`src/rtl/t07_mmio_pkg.sv`:
```
// Shared types and default address map for the MMIO router.
package t07_mmio_pkg;

    typedef enum logic [1:0] {
        ST_IDLE,
        ST_ISSUE,
        ST_RESP,
        ST_ERR
    } state_t;

    typedef enum logic {
        PORT_FETCH,
        PORT_DATA
    } port_t;

    localparam int CH_REG  = 0;
    localparam int CH_DMEM = 1;
    localparam int CH_TFT  = 2;
    localparam int CH_IMEM = 3;

    localparam int DEF_NCH = 4;
    localparam int DEF_AW  = 32;

    localparam logic [7:0] DEF_TIMEOUT = 8'd255;

    // Width of a channel index; never zero, even for a single channel.
    function automatic int idx_width(input int n);
        return (n > 1) ? $clog2(n) : 1;
    endfunction

    // Default inclusive window per channel (sel = 0: base, sel = 1: limit).
    // Element 0 of the packed array is the leftmost entry, i.e. channel 0.
    function automatic logic [0:DEF_NCH-1][DEF_AW-1:0] default_window(input bit sel);
        logic [0:DEF_NCH-1][DEF_AW-1:0] w;
        w = '0;
        w[CH_REG]  = sel ? 32'd1056 : 32'd1025;
        w[CH_DMEM] = sel ? 32'd1792 : 32'd1057;
        w[CH_TFT]  = sel ? 32'd2047 : 32'd1793;
        w[CH_IMEM] = sel ? 32'd1024 : 32'd0;
        return w;
    endfunction

    localparam logic [0:DEF_NCH-1][DEF_AW-1:0] DEF_BASE  = default_window(1'b0);
    localparam logic [0:DEF_NCH-1][DEF_AW-1:0] DEF_LIMIT = default_window(1'b1);

endpackage

```
`src/rtl/t07_mmio_decode.sv`:
```
// Combinational address decoder: address -> {hit, channel index, one-hot}.
// Overlapping windows resolve to the lowest-index channel.
module t07_mmio_decode
    import t07_mmio_pkg::*;
#(
    parameter int AW  = 32,
    parameter int NCH = 4,
    parameter logic [0:NCH-1][AW-1:0] BASE  = '0,
    parameter logic [0:NCH-1][AW-1:0] LIMIT = '0,
    localparam int CW = idx_width(NCH)
) (
    input  logic [AW-1:0]  addr,
    output logic           hit,
    output logic [CW-1:0]  ch_idx,
    output logic [NCH-1:0] onehot
);

    logic [AW-1:0] lo;
    logic [AW-1:0] hi;

    // Scan from the highest channel down so the lowest matching one wins.
    always_comb begin
        // NOTE: every output gets a default before the loop so no latch is inferred.
        hit    = 1'b0;
        ch_idx = '0;
        onehot = '0;
        lo     = '0;
        hi     = '0;
        for (int i = NCH - 1; i >= 0; i--) begin
            lo = BASE[i];
            hi = LIMIT[i];
            if ((addr >= lo) && (addr <= hi)) begin
                hit       = 1'b1;
                ch_idx    = CW'(i);
                onehot    = '0;
                onehot[i] = 1'b1;
            end
        end
    end

endmodule

```
`src/rtl/t07_mmio_router.sv`:
```
// MMIO router: arbitrates fetch/data ports, decodes against per-channel
// windows and runs one registered request/ack transaction at a time, with
// decode-miss and timeout error responses.
module t07_mmio_router
    import t07_mmio_pkg::*;
#(
    parameter int AW  = 32,
    parameter int DW  = 32,
    parameter int NCH = 4,
    parameter logic [0:NCH-1][AW-1:0] REGION_BASE  = DEF_BASE,
    parameter logic [0:NCH-1][AW-1:0] REGION_LIMIT = DEF_LIMIT,
    parameter logic [7:0] TIMEOUT = DEF_TIMEOUT
) (
    input  logic              clk,
    input  logic              nrst,
    input  logic              fetch_req,
    input  logic [AW-1:0]     fetch_addr,
    output logic [DW-1:0]     fetch_instr,
    output logic              fetch_ready,
    input  logic              data_req,
    input  logic              data_we,
    input  logic [AW-1:0]     data_addr,
    input  logic [DW-1:0]     data_wdata,
    output logic [DW-1:0]     data_rdata,
    output logic              data_ready,
    output logic              data_err,
    output logic              fetch_err,
    output logic [NCH-1:0]    tgt_req,
    output logic              tgt_we,
    output logic [AW-1:0]     tgt_addr,
    output logic [DW-1:0]     tgt_wdata,
    input  logic [NCH*DW-1:0] tgt_rdata,
    input  logic [NCH-1:0]    tgt_ack
);

    localparam int CW = idx_width(NCH);

    state_t          state;
    port_t           last_grant;   // also identifies the port of the live transaction
    logic [CW-1:0]   ch_q;
    logic [7:0]      cnt;
    logic [7:0]      cnt_nxt;

    logic            grant_fetch;
    logic [AW-1:0]   req_addr;
    logic            dec_hit;
    logic [CW-1:0]   dec_ch;
    logic [NCH-1:0]  dec_onehot;
    logic            ack_sel;
    logic [DW-1:0]   rdata_sel;

    // Round-robin pick between the two ports and mux the address to decode.
    always_comb begin
        grant_fetch = fetch_req && (!data_req || (last_grant == PORT_DATA));
        req_addr    = grant_fetch ? fetch_addr : data_addr;
    end

    t07_mmio_decode #(
        .AW    (AW),
        .NCH   (NCH),
        .BASE  (REGION_BASE),
        .LIMIT (REGION_LIMIT)
    ) u_decode (
        .addr   (req_addr),
        .hit    (dec_hit),
        .ch_idx (dec_ch),
        .onehot (dec_onehot)
    );

    // Select ack and read data of the latched channel; other channels are ignored.
    always_comb begin
        ack_sel   = 1'b0;
        rdata_sel = '0;
        cnt_nxt   = cnt + 8'd1;
        for (int i = 0; i < NCH; i++) begin
            if (ch_q == CW'(i)) begin
                ack_sel   = tgt_ack[i];
                rdata_sel = tgt_rdata[i*DW +: DW];
            end
        end
    end

    // Transaction FSM with registered target-side and response outputs.
    always_ff @(posedge clk) begin
        if (!nrst) begin
            // NOTE: the target-side datapath is reset as well so the bus reads all-zero after reset.
            state       <= ST_IDLE;
            last_grant  <= PORT_DATA;
            ch_q        <= '0;
            cnt         <= '0;
            tgt_req     <= '0;
            tgt_we      <= 1'b0;
            tgt_addr    <= '0;
            tgt_wdata   <= '0;
            fetch_ready <= 1'b0;
            fetch_err   <= 1'b0;
            fetch_instr <= '0;
            data_ready  <= 1'b0;
            data_err    <= 1'b0;
            data_rdata  <= '0;
        end else begin
            // NOTE: non-blocking assignments throughout; the defaults below are
            // overridden by later assignments in the same cycle.
            fetch_ready <= 1'b0;
            fetch_err   <= 1'b0;
            fetch_instr <= '0;
            data_ready  <= 1'b0;
            data_err    <= 1'b0;
            data_rdata  <= '0;

            unique case (state)
                ST_IDLE: begin
                    if (fetch_req || data_req) begin
                        last_grant <= grant_fetch ? PORT_FETCH : PORT_DATA;
                        tgt_addr   <= req_addr;
                        tgt_we     <= grant_fetch ? 1'b0 : data_we;
                        tgt_wdata  <= grant_fetch ? '0 : data_wdata;
                        ch_q       <= dec_ch;
                        cnt        <= '0;
                        if (dec_hit) begin
                            tgt_req <= dec_onehot;
                            state   <= ST_ISSUE;
                        end else begin
                            state <= ST_ERR;
                            if (grant_fetch) begin
                                fetch_ready <= 1'b1;
                                fetch_err   <= 1'b1;
                            end else begin
                                data_ready <= 1'b1;
                                data_err   <= 1'b1;
                            end
                        end
                    end
                end

                ST_ISSUE: begin
                    if (ack_sel) begin
                        // An ack on the timeout cycle still counts as success.
                        tgt_req <= '0;
                        state   <= ST_RESP;
                        if (last_grant == PORT_FETCH) begin
                            fetch_ready <= 1'b1;
                            fetch_instr <= tgt_we ? '0 : rdata_sel;
                        end else begin
                            data_ready <= 1'b1;
                            data_rdata <= tgt_we ? '0 : rdata_sel;
                        end
                    end else if (cnt_nxt == TIMEOUT) begin
                        tgt_req <= '0;
                        state   <= ST_ERR;
                        if (last_grant == PORT_FETCH) begin
                            fetch_ready <= 1'b1;
                            fetch_err   <= 1'b1;
                        end else begin
                            data_ready <= 1'b1;
                            data_err   <= 1'b1;
                        end
                    end else begin
                        cnt <= cnt_nxt;
                    end
                end

                ST_RESP, ST_ERR: begin
                    // Response pulse is on the outputs this cycle; hold off new
                    // grants so a still-held request is not served twice.
                    cnt   <= '0;
                    state <= ST_IDLE;
                end

                default: state <= ST_IDLE;
            endcase
        end
    end

endmodule

```
`config.mk`:
```
export PLATFORM = sky130hd
export DESIGN_NAME = t07_mmio_router
export DESIGN_NICKNAME = d
export VERILOG_FILES = /design/src/rtl/t07_mmio_pkg.sv /design/src/rtl/t07_mmio_decode.sv /design/src/rtl/t07_mmio_router.sv
export SDC_FILE = /design/constraint.sdc
export NUM_CORES = 1
export LEC_CHECK = 0
export ABC_AREA = 0
export BUFFER_PORTS_ARGS = -buffer_cell sky130_fd_sc_hd__buf_2
export CAP_MARGIN = 40
export CORE_AREA = 2 2 142 144
export DETAILED_ROUTE_END_ITERATION = 7
export DIE_AREA = 0 0 144 146
export HOLD_SLACK_MARGIN = 0.02
export PLACE_DENSITY = 0.65
export SLEW_MARGIN = 20
export SYNTH_ARGS = -nofsm -noshare
export SYNTH_HDL_FRONTEND = slang
export SYNTH_HIERARCHICAL = 1
export SYNTH_SLANG_ARGS = --single-unit
```
`constraint.sdc`:
```
create_clock -name clk -period 6.9 [get_ports clk]
set_input_delay 0.69 -clock clk [delete_from_list [all_inputs] [get_ports clk]]
set_output_delay 0.69 -clock clk [all_outputs]
set_load 0.05 [all_outputs]
```
==> qor.yml <==
synth:
  synthArstFlopShare: 0
  ys_seq_area_frac: 0.4634
  synth_cell_type_count: 55
  syn_nets: 908
  syn_area_sq_um: 6480
  synthCells: 673
  yosysWarnings: 6
  synth_area_per_cell_sq_um: 9.628
  synth-edff-count: 0
  synth-seq-cells: 150
  yosys_most_used_dff: "dfxtp_1"
drt:
  wl_per_cell_um: 16.61
  routed_wl_um: 21510
  drt_iter0_markers: 256
  dr.pass1.iters: 6
  vias_per_cell: 4.826
  route.detailed.drc: 0
  ant_nets: 0
  num_vias: 6250
worst_setup_path:
  worst_path_most_repeated_cell: "inv_1"
  cp_slowest_stage_delay_ns: 0.40
  required_ns: 7.21
  path_class: "input port to flip-flop"
  crit_slowest_cell: "mux2_2"
  cp_top_family: "simple AND/OR/NAND/NOR gates"
  cp_max_fo: 34
  critPathBufInv: 4
  crit_path_start_kind: "input port"
  critical_path_arrival_ns: 3.64
  cp-end-kind: "flip-flop"
  crit_chain: "buf_2 > inv_1 > o21ai_2 > buf_4 > mux2_2 > nor4_1 > and4_1 > nand2_1 > inv_1 > nor2_1 > or3_1 > a32o_1 > a31o_2"
power_and_ir_drop:
  sw_frac_of_total: 0.2969
  peakVddDrop_uv: 157.6
  clockPowerShare: 0.404
  p_int_mw: 1.617
  p_leak_nw: 4.239
  p_comb_frac: 0.192
  power_switching_uw: 683.0
  power.density_nw_per_um2: 251.8
  power_mw: 2.300
  power_frac_seq: 0.404
clocking:
  cts_setup_buffers: 0
  clkSinkCount: 150
  cts_resized: 0
  cts-buffers-inserted: 17
  cts_tree: "built"
  cts_buffer_depth: 2
  clk_pin_slew_ns: 0.06
  clk_latency_ns: 0.42
  cts-root-buf: "clkbuf_16"
  cts_max_level: 4
  hold_buffers: 0
sta:
  relSlewSlack: 0.5468
  worst_slew_pin_slew_ns: 0.6798
  fin_crit_sh: 0.4826
  fmax_ghz: 0.3003
  skew_ns: 0.01054
  setup_viol: 0
  hold_viol_final: 0
  rsz0062_at_grt: "no"
  fin_tns_setup_ns: 0
  slew_viol_final: 0
  fin_crit_ns: 3.330
place:
  routabilityCongestion: 0.8250
  dp_hpwl_um: 16500
  port_buffers: 369
floorplan:
  die_w_um: 144
  rows: 51
  io_pins: 370
  core_area_sq_um: 19330
  die_area_sq_um: 21020
  start_util: 0.3351
  fp.dieH_um: 146
grt:
  antenna_found_initial: 1
  grt_pass1_vias: 6135
  grtUsageTotal: 0.1999
  grt_use_met1: 0.2359
  grt_busiest_layer: "met2"
  met3_usage: 0.06285
  grt_max_degree: 67
  met2_usage: 0.3331
  grt_pass1_wl_um: 32500
  globalRoute.totalOverflow: 0
finish:
  drive_above_1_share: 0.4762
  synthToLayoutAreaGrowth_pct: 40.99
  final_nets: 1253
  n_fill_cell: 1945
min_path:
  hp-class: "flip-flop to flip-flop"
job:
  drv_cap: 0
run_status:
  outcome: "complete, no violations"
worst reg2reg max path, delay by kind of cell (launching register included):
family / cells / cell delay [ns]
muxes: 1 / 0.41
AOI/OAI and AO/OA: 3 / 0.66
buffers and inverters: 2 / 0.53
and+or+nand+nor: 5 / 1.21
DFF: 1 / 0.39
area by class of cell:
class,count,area [sq um],share of cell area
Tap cell,265,331.6,0.03629
Clock inverter,10,121.4,0.01328
Antenna cell,1,2.502,0.0002739
Clock buffer,20,466.7,0.05108
Multi-Input combinational cell,464,3244,0.3551
Timing Repair Buffer,379,1942,0.2125
Inverter,6,22.52,0.002465
Sequential cell,150,3005,0.3290
power by group through the flow:
stage	registers, mW	clock network, mW	logic [mW]
after global routing	0.935	0.995	0.476
after floorplan	1.08	0	0.169
after global placement	0.948	0	0.442
after CTS	0.930	0.955	0.446
after detailed placement	0.949	0	0.445
final	0.930	0.928	0.442
sequential cells by signal, indices dropped and copies added (netlist names), 2 cells and up:
| name | flops |
|---|---|
| ch_q | 2 |
| cnt | 8 |
| data_rdata | 32 |
| fetch_instr | 32 |
| state | 2 |
| tgt_addr | 32 |
| tgt_req | 4 |
| tgt_wdata | 32 |
stage by stage:
stage / utilization / cell area [sq um] / hold slack, ns / std cells / setup WS, ns
2_1_floorplan: - / 6480 / 0.4925 / 673 / 3.607
3_3_place_gp: 0.4406 / 8518 / 0.4407 / 1263 / 3.216
3_5_place_dp: 0.4406 / 8518 / 0.4475 / 1263 / 3.183
4_1_cts: 0.4710 / 9106 / 0.4565 / 1293 / 3.585
5_1_grt: 0.4725 / 9136 / 0.4675 / 1295 / 3.390
6_report: 0.4725 / 9136 / 0.4532 / 1295 / 3.570
routing by layer:
layer	wire length [um]	vias to the layer above
li1	-	3060
met1	8466	2869
met2	10490	290
met3	1979	31
met4	574	0
met5	0	-
synth_stat cells (all sizes together), types with 3 or more instances:
library cell / instances / area share
a31o: 4 / 0.0054
nand2b: 37 / 0.036
a21oi: 44 / 0.034
a22oi: 36 / 0.042
nor3: 8 / 0.0077
nand2: 85 / 0.049
o21ai: 8 / 0.0062
and2: 4 / 0.0041
a31oi: 4 / 0.0039
buf: 15 / 0.013
clkbuf: 38 / 0.022
dfxtp: 150 / 0.46
o211ai: 4 / 0.0046
nand3: 4 / 0.0031
nand4b: 4 / 0.0054
inv: 6 / 0.0035
nor2: 115 / 0.067
a32o: 4 / 0.0062
nor4: 7 / 0.010
mux4: 33 / 0.11
or3: 3 / 0.0029
mux2: 32 / 0.056
cell usage in the layout, fill, tap and decap left out, drive strengths merged, types with 2 or more instances in the layout:
master    count
nand2b       37
inv           9
nor3          8
nor2        115
o21ai         8
mux4         33
ha            2
clkinvlp      4
buf         379
a32o          4
mux2         32
dfxtp       150
nand4b        4
o32ai         2
a21oi        44
or3           3
o211ai        4
a31oi         4
and2          4
nand2        85
or4           2
nand4         2
nand3         4
a31o          4
bufinv        2
clkbuf       20
nor4          7
a22oi        36
worst paths after layout:
check	from	end	slack, ns	cells after the start
setup reg to reg	last_grant$_SDFFE_PN1P_	tgt_req[3]$_SDFFE_PN0P_	3.60	11
hold / removal	tgt_addr[7]$_SDFFE_PN0P_	tgt_addr[7]$_SDFFE_PN0P_	0.45	2
setup / recovery	data_req	tgt_req[3]$_SDFFE_PN0P_	3.57	13
hold reg to reg	tgt_addr[7]$_SDFFE_PN0P_	tgt_addr[7]$_SDFFE_PN0P_	0.45	2
logic make-up after synthesis:
group	Yosys count	share of synthesized area
fa+ha+maj	2	0.003861
mux	65	0.1703
buf+inv	59	0.03920
xor+xnor	1	0.001352
simple gates	279	0.1993
flops	150	0.4634
compound gates	117	0.1226
(Power assumes the default switching activity.)
